### src/rtl/mips_16_imem_loader_if.sv
// Byte-stream input and instruction-memory write port of the mips_16 program loader.
// slave is the loader's view; master is the byte source / memory side.
interface mips_16_imem_loader_if #(
  parameter int unsigned ADDR_WIDTH = 8,
  parameter int unsigned DATA_WIDTH = 16
);
  logic [7:0]            in_data;
  logic                  in_valid;
  logic                  in_ready;
  logic                  imem_we;
  logic [ADDR_WIDTH-1:0] imem_addr;
  logic [DATA_WIDTH-1:0] imem_wdata;

  modport master (
    output in_data,
    output in_valid,
    input  in_ready,
    input  imem_we,
    input  imem_addr,
    input  imem_wdata
  );

  modport slave (
    input  in_data,
    input  in_valid,
    output in_ready,
    output imem_we,
    output imem_addr,
    output imem_wdata
  );
endinterface

### src/rtl/mips_16_imem_loader.sv
// Framed-byte program loader: writes 16-bit words into instruction memory and holds the
// mips_16 core in reset until a checksum-valid image has been received.
module mips_16_imem_loader #(
  parameter int unsigned ADDR_WIDTH = 8,
  parameter int unsigned DATA_WIDTH = 16,
  parameter logic [7:0]  HEADER     = 8'hA5
) (
  input  logic                   clk,
  input  logic                   rst,
  mips_16_imem_loader_if.slave   bus,
  output logic                   core_rst,
  output logic                   busy,
  output logic                   done,
  output logic                   err
);

  localparam int unsigned CntW = ADDR_WIDTH + 1;
  // A COUNT byte of zero stands for a full memory image.
  localparam logic [CntW-1:0] FullCnt = {1'b1, {ADDR_WIDTH{1'b0}}};

  typedef enum logic [2:0] {
    StIdle,
    StCount,
    StDataHi,
    StDataLo,
    StCheck,
    StRun,
    StError
  } state_e;

  state_e                state;
  logic [CntW-1:0]       remaining;
  logic [ADDR_WIDTH-1:0] wr_ptr;
  logic [7:0]            hi_byte;
  logic [7:0]            chk;
  logic                  accept;

  assign accept = bus.in_valid && bus.in_ready;

  always_ff @(posedge clk or posedge rst) begin
    if (rst) begin
      state          <= StIdle;
      remaining      <= '0;
      wr_ptr         <= '0;
      hi_byte        <= '0;
      chk            <= '0;
      bus.in_ready   <= 1'b0;
      bus.imem_we    <= 1'b0;
      bus.imem_addr  <= '0;
      bus.imem_wdata <= '0;
      core_rst       <= 1'b1;
      busy           <= 1'b0;
      done           <= 1'b0;
      err            <= 1'b0;
    end else begin
      bus.in_ready <= 1'b1;
      bus.imem_we  <= 1'b0;
      if (accept) begin
        case (state)
          StIdle, StRun, StError: begin
            // Headers are only recognised between frames; anything else is dropped.
            if (bus.in_data == HEADER) begin
              state    <= StCount;
              core_rst <= 1'b1;
              busy     <= 1'b1;
              done     <= 1'b0;
              err      <= 1'b0;
            end
          end
          StCount: begin
            remaining <= (bus.in_data == 8'd0) ? FullCnt : CntW'(bus.in_data);
            wr_ptr    <= '0;
            chk       <= '0;
            state     <= StDataHi;
          end
          StDataHi: begin
            hi_byte <= bus.in_data;
            chk     <= chk ^ bus.in_data;
            state   <= StDataLo;
          end
          StDataLo: begin
            bus.imem_we    <= 1'b1;
            bus.imem_addr  <= wr_ptr;
            bus.imem_wdata <= DATA_WIDTH'({hi_byte, bus.in_data});
            wr_ptr         <= wr_ptr + 1'b1;
            chk            <= chk ^ bus.in_data;
            remaining      <= remaining - 1'b1;
            state          <= (remaining == CntW'(1)) ? StCheck : StDataHi;
          end
          StCheck: begin
            busy <= 1'b0;
            if (bus.in_data == chk) begin
              state    <= StRun;
              core_rst <= 1'b0;
              done     <= 1'b1;
            end else begin
              state <= StError;
              err   <= 1'b1;
            end
          end
          default: state <= StIdle;
        endcase
      end
    end
  end

endmodule

### src/flat_wrapper.sv
// flat-port wrapper written by rule: the top's interface ports become plain ports
module mips_16_imem_loader_flat 
#(
  parameter int unsigned ADDR_WIDTH = 8,
  parameter int unsigned DATA_WIDTH = 16,
  parameter logic [7:0]  HEADER     = 8'hA5
)
  (clk, rst, core_rst, busy, done, err, bus_in_data, bus_in_valid, bus_in_ready, bus_imem_we, bus_imem_addr, bus_imem_wdata);
  mips_16_imem_loader_if #(.ADDR_WIDTH(ADDR_WIDTH), .DATA_WIDTH(DATA_WIDTH)) bus_i ();
  input  logic clk;
  input  logic rst;
  output logic core_rst;
  output logic busy;
  output logic done;
  output logic err;
  input wire logic [$bits(bus_i.in_data)-1:0] bus_in_data;
  input wire logic [$bits(bus_i.in_valid)-1:0] bus_in_valid;
  output wire logic [$bits(bus_i.in_ready)-1:0] bus_in_ready;
  output wire logic [$bits(bus_i.imem_we)-1:0] bus_imem_we;
  output wire logic [$bits(bus_i.imem_addr)-1:0] bus_imem_addr;
  output wire logic [$bits(bus_i.imem_wdata)-1:0] bus_imem_wdata;
  assign bus_i.in_data = bus_in_data;
  assign bus_i.in_valid = bus_in_valid;
  assign bus_in_ready = bus_i.in_ready;
  assign bus_imem_we = bus_i.imem_we;
  assign bus_imem_addr = bus_i.imem_addr;
  assign bus_imem_wdata = bus_i.imem_wdata;
  mips_16_imem_loader #(.ADDR_WIDTH(ADDR_WIDTH), .DATA_WIDTH(DATA_WIDTH), .HEADER(HEADER)) u_core (.clk(clk), .rst(rst), .bus(bus_i), .core_rst(core_rst), .busy(busy), .done(done), .err(err));
endmodule
### config.mk
export PLATFORM = sky130hd
export DESIGN_NAME = mips_16_imem_loader_flat
export DESIGN_NICKNAME = d
export VERILOG_FILES = /design/src/rtl/mips_16_imem_loader_if.sv /design/src/rtl/mips_16_imem_loader.sv /design/src/flat_wrapper.sv
export SDC_FILE = /design/constraint.sdc
export NUM_CORES = 1
export LEC_CHECK = 0
export CELL_PAD_IN_SITES_DETAIL_PLACEMENT = 0
export CELL_PAD_IN_SITES_GLOBAL_PLACEMENT = 1
export CORE_UTILIZATION = 35
export DETAILED_ROUTE_END_ITERATION = 10
export DONT_BUFFER_PORTS = 1
export PLACE_DENSITY = 0.62
export SLEW_MARGIN = 10
export SYNTH_ARGS = -nofsm -noshare
export SYNTH_HDL_FRONTEND = slang
export SYNTH_SLANG_ARGS = --single-unit
### constraint.sdc
create_clock -name clk -period 2.6 [get_ports clk]
set_input_delay 0.78 -clock clk [delete_from_list [all_inputs] [get_ports clk]]
set_output_delay 0.78 -clock clk [all_outputs]
set_load 0.1 [all_outputs]
=== Word level (Yosys, flattened, before mapping) ===
Index checks and enable logic that the tools add are counted.
W data, S select, Z words.

* Register bits after elaboration: 66
* Latch bits: 0
* RAM bits: 0
* ROM bits: 0
* Input bits: 11
* Output and inout bits: 30
* Logic and storage cells: 63
* Memories kept: 0

* $add $sub $neg: 2
* $mul: 0
* Divide/modulo/power cells: 0
* Magnitude comparators: 0
* Equality and inequality tests: 12
* Shift-type cells: 0
* Muxes and demuxes: 19
* Bitwise logic cells: 1
* Reductions and logical operators: 16

{| class="wikitable"
|+ Operators by type and width
! cell !! number
|-
| $pmux W8 S2 || 2
|-
| $pmux W9 S2 || 1
|-
| $pmux W3 S5 || 1
|-
| $reduce_and A2 Y1 || 5
|-
| $eq A3 B3 Y1 const B || 3
|-
| $eq A9 B1 Y1 const B || 1
|-
| $mux W9 || 1
|-
| $sub A9 B1 Y9 const B || 1
|-
| $add A8 B1 Y8 const B || 1
|-
| $eq A8 B8 Y1 || 1
|-
| $eq A8 B8 Y1 const B || 1
|-
| $logic_not A8 Y1 || 1
|-
| $pmux W1 S2 || 4
|-
| $reduce_and A4 Y1 || 2
|-
| $xor A8 B8 Y8 || 1
|-
| $mux W1 || 7
|-
| $eq A3 B2 Y1 const B || 2
|-
| $mux W3 || 2
|-
| $reduce_bool A2 Y1 || 3
|-
| $ne A2 B1 Y1 const B || 2
|-
| $eq A3 B1 Y1 const B || 1
|-
| $logic_not A3 Y1 || 1
|-
| $reduce_and A3 Y1 || 1
|-
| $reduce_or A3 Y1 || 1
|-
| other kinds (4) || 4
|}

=== Longest topological paths before layout ===
* Depth in word-level cells: 4
* Depth in mapped cells: 7
* Gate-level depth less buffers: 6

=== Worst setup path after synthesis ===
Ideal clock, no wire load.

* Kind: flip-flop to flip-flop
* Start point: register u_core.bus.in_ready
* End point: register u_core.hi_byte[0]
* Setup time: 0.128 ns
* Arrival time: 2.394 ns
* Path slack: 0.079 ns
* Stages on the path, launching flop included: 6
* Clock period less this slack: 2.521 ns
* Path through: dfrtp_1 nand2_1 or2_1 clkbuf_1 nor3b_2 mux2_1

* Word-level cells in the longest chain between the ends: 2

{| class="wikitable"
|+ RTL lines
! item !! RTL line !! source
|-
| from (decl) || mips_16_imem_loader_if.sv:26 || <nowiki>output in_ready,</nowiki>
|-
| from (signal assigned) || mips_16_imem_loader.sv:47 || <nowiki>bus.in_ready <= 1'b0;</nowiki>
|-
| from (signal assigned) || mips_16_imem_loader.sv:56 || <nowiki>bus.in_ready <= 1'b1;</nowiki>
|-
| $logic_and A1 B1 Y1 || mips_16_imem_loader.sv:38 || <nowiki>assign accept = bus.in_valid && bus.in_ready;</nowiki>
|-
| $reduce_and A2 Y1 (no source line) || - ||
|-
| to (signal assigned) || mips_16_imem_loader.sv:77 || <nowiki>hi_byte <= bus.in_data;</nowiki>
|-
| to (decl) || mips_16_imem_loader.sv:34 || <nowiki>logic [7:0] hi_byte;</nowiki>
|}

No other way between the ends.
A chain may end at the register's enable or synchronous reset.

=== Final worst setup path ===
* Start point: register u_core.done
* End point: output port done

{| class="wikitable"
|+ RTL lines
! item !! RTL line !! source
|-
| from (decl) || mips_16_imem_loader.sv:13 || <nowiki>output logic done,</nowiki>
|-
| from (signal assigned) || mips_16_imem_loader.sv:53 || <nowiki>done <= 1'b0;</nowiki>
|-
| from (signal assigned) || mips_16_imem_loader.sv:66 || <nowiki>done <= 1'b0;</nowiki>
|-
| from (signal assigned) || mips_16_imem_loader.sv:95 || <nowiki>done <= 1'b1;</nowiki>
|-
| to (decl) || flat_wrapper.sv:14 || <nowiki>output logic done;</nowiki>
|}

No word-level cell between the ends.

==> summary.md <==
| Metric | Value |
|---|---|
| Status | finished clean |
| Synth Cell Area | 3149 um2 |
| Slew HR | 0.4002 |
| Synth Area in Adders | 0.01192 |
| Req. time, crit path | about 1.8 ns |
| Final Skew | 0.008338 ns |
| Cell taking the most area after synthesis | dfrtp_1 |
| Final ANT Viol Nets | 0 |
| Vias in the first global route | between 2000 and 2500 |
| Period utilisation layout | 0.7929 |
| DRC viols | 0 |
| Combinational family with the most area after synthesis | simple AND/OR/NAND/NOR gates |
| Detailed Route Iter0 Violations | 96 |
| Largest net degree at the start of global routing | 31 |
| Post-synth cell types | 48 |
| I/O pin cnt | slightly above 40 |
| Gpl congestion | 0.7619 |
| Fin. max-slew vios | 0 |
| Multi-input gate area | about 1400 um2 |
| Instance count on the critical path | 0 |
| Post-CTS Hold Fix Bufs | 0 |
| Gate Count Post-Synth | 343 |
| Nets@finish | ~390 |
| Fraction of layout cells with a size suffix above 1 | 0.1720 |
| Simple-gate portion of the synthesized area | 0.2455 |
| Clock tree buffer depth | 2 |
| Leak | 1.740 nW |
| Final hold vios | 0 |
| Die width | 96.86 um |
| Unrepaired setup endpoints after global routing | false |
| Initial DRT Pass Iterations | 5 |
| Yosys warns | 0 |
| TritonCTS Sinks | 66 |
| Placed cells | 470 |
| Area grow syn2layout | 18.59% |
| Largest fanout on the critical path | 2 |
| First-pass GRT wire length | 12890 um |
| Detailed-route vias per instance | 5.105 |
| Clock transition at path regs | around 0.08 ns |
| Rows | 34 |
| Port Buffers | 0 |
| Post-cts sizing count | 0 |
| Total power | around 4.5 mW |
| Routed WL | approximately 7400 um |
| Post-CTS Setup Bufs | 0 |
| Syn_nets | about 360 |
| XOR/XNOR Fraction of Synth Area | 0.01947 |
| CTS tree | yes |
| Fillers | 880 |
| CTS Buf Count | 9 |
| Final core utilization | 0.4283 |
| Worst min path class | in2async |
| Maximum clock rate | 485.1 MHz |
| Synth Area in Compound Gates | 0.1255 |
| Depth of the CTS H-tree | 3 |
| HPWL Detailed | 5081 um |
| Top-area cell type share of the netlist area | 0.5165 |
| Critical path capture point type | primary output |
| Root Driver | clkbuf_8 |
| Final Setup Violations | 0 |
| Non-Filler Instances | 486 |
| Least-Margin Pin Slew | 0.8996 ns |
| Critical Path Start Type | flop |
| DIE HEIGHT | 96.86 um |
| Die ar. | between 9000 and 10000 um2 |
| Ranking of synthesized cells by area | dfrtp_1 52%, nand2_1 12%, o21ai_1 2.9% |
| Via count | between 2000 and 2500 |
| GR Overflow Total | 0 |
| Avg WL per Cell | approximately 15 um |
| #FFs+latches synth | between 60 and 70 |
| Clock latency on the worst-skew pair | 0.34 ns |
| Critical path class | reg2out |
| Mux contribution to synthesized area | 0.04172 |
| P per Cell Area | 1210 nW/um2 |
| Final setup TNS | 0 ns |
| Initial antenna violation count | 0 |
| Overall Global Routing Usage | 0.1723 |
| Peak VDD IR | 0.5718 mV |
| Starting Density | 0.3611 |
| # diodes | 0 |
| FF-to-FF path depth | 4 |
| Data arrival time of the worst path | around 1.3 ns |
| Maxcap violations | 0 |
| Seq/Total Area, Yosys | 0.5248 |
| FF+latch area | 1653 um2 |
| Fin crit period | 2.062 ns |
| Avg Inst Size Synth | 9.182 um2 |
| Core Box Area | 8721 um2 |
-- layout by cell type (no fill, tap or decap), drive strengths merged, types with 3 or more instances in the layout --
master / count
or3: 3
clkbuf: 10
nor3b: 5
clkinv: 3
o31ai: 3
a31oi: 4
xnor2: 4
nor2b: 5
mux2: 11
nor3: 7
buf: 37
nand4: 7
dfrtp: 65
nand2: 103
ha: 3
nand2b: 8
a21oi: 11
nor2: 14
xor2: 3
inv: 7
a22o: 5
nand3: 6
o21ai: 29
-- cell type report --
type                       instances  area share
inverter                           7    0.007035
tap                              108     0.03618
clock buffer                      10     0.03685
multi-input combinational        252      0.3755
clock inverter                     6     0.02412
timing repair buffer              37     0.07772
sequential                        66      0.4425
-- report_power, final --
group,internal (mW),total (mW),switching (mW)
combinational,0.523,1.90,1.38
clock,0.568,0.987,0.420
sequential,1.35,1.63,0.281
-- cell families (layout without fill, tap and decap cells) --
| kind of cell | count (synthesis) | count (layout) |
|---|---|---|
| AO/OA/AOI/OAI | 63 | 63 |
| XOR/XNOR | 7 | 7 |
| adder cells (fa/ha/maj) | 3 | 3 |
| buffers and inverters | 25 | 60 |
| flip-flops | 66 | 66 |
| multiplexers | 11 | 11 |
| other | 1 | 1 |
| AND/OR/NAND/NOR | 167 | 167 |
-- through the flow --
stage / hold WS [ns] / worst slack (ns) / cell area (um2)
finish: 0.2769 / 0.5384 / 3735
detailed placement: 0.4514 / 0.1801 / 3507
CTS: 0.2717 / 0.5245 / 3735
global route: 0.2895 / 0.4868 / 3735
global placement: 0.4466 / 0.1862 / 3507
floorplan: 0.4315 / 0.07882 / 3149
-- synth_stat cells, drive strengths merged --
cell      n
xor2      3
nand4b    1
nor3b     5
o211ai    1
a41oi     1
a31oi     4
mux2     11
ha        3
nand3     6
a21oi    11
nor2b     5
dfrtp    65
nand4     7
a21boi    1
and4b     2
o21ai    29
nor3      7
clkbuf   18
inv       7
xnor2     4
or3       3
conb      1
nand3b    1
nand2b    8
o21a      2
o31ai     3
o22ai     1
dfstp     1
nand2   103
nor2     14
a22o      5
a22oi     1
or2b      1
or4       2
a21o      1
or2       2
o32ai     1
o22a      2
-- flip-flops by register name (all words and copies together) (netlist names) --
name,flops
u_core.bus.imem_addr,8
u_core.bus.imem_wdata,16
u_core.bus.imem_we,1
u_core.bus.in_ready,1
u_core.busy,1
u_core.chk,8
u_core.core_rst,1
u_core.done,1
u_core.err,1
u_core.hi_byte,8
u_core.remaining,9
u_core.state,3
u_core.wr_ptr,8
-- per-layer routing --
metal | track usage | wire (um) | vias to the layer above
met5 | 0 | 0 | -
met4 | 0.06889 | 113 | 0
met3 | 0.03324 | 276 | 12
met2 | 0.2763 | 3515 | 43
met1 | 0.2291 | 3526 | 1207
li1 | - | - | 1219
-- worst paths after layout --
path / from / slack [ns] / to
setup / recovery: u_core.done / 0.54 / done
hold / removal: rst / 0.28 / u_core.bus.imem_wdata[10]
setup reg to reg: u_core.state[1] / 0.65 / u_core.state[2]
hold reg to reg: u_core.hi_byte[6] / 0.47 / u_core.bus.imem_wdata[14]
max in group asynchronous: rst / 1.62 / u_core.core_rst
min in group clk: u_core.hi_byte[6] / 0.47 / u_core.bus.imem_wdata[14]
Note: power is estimated with default switching activity, not from simulation.
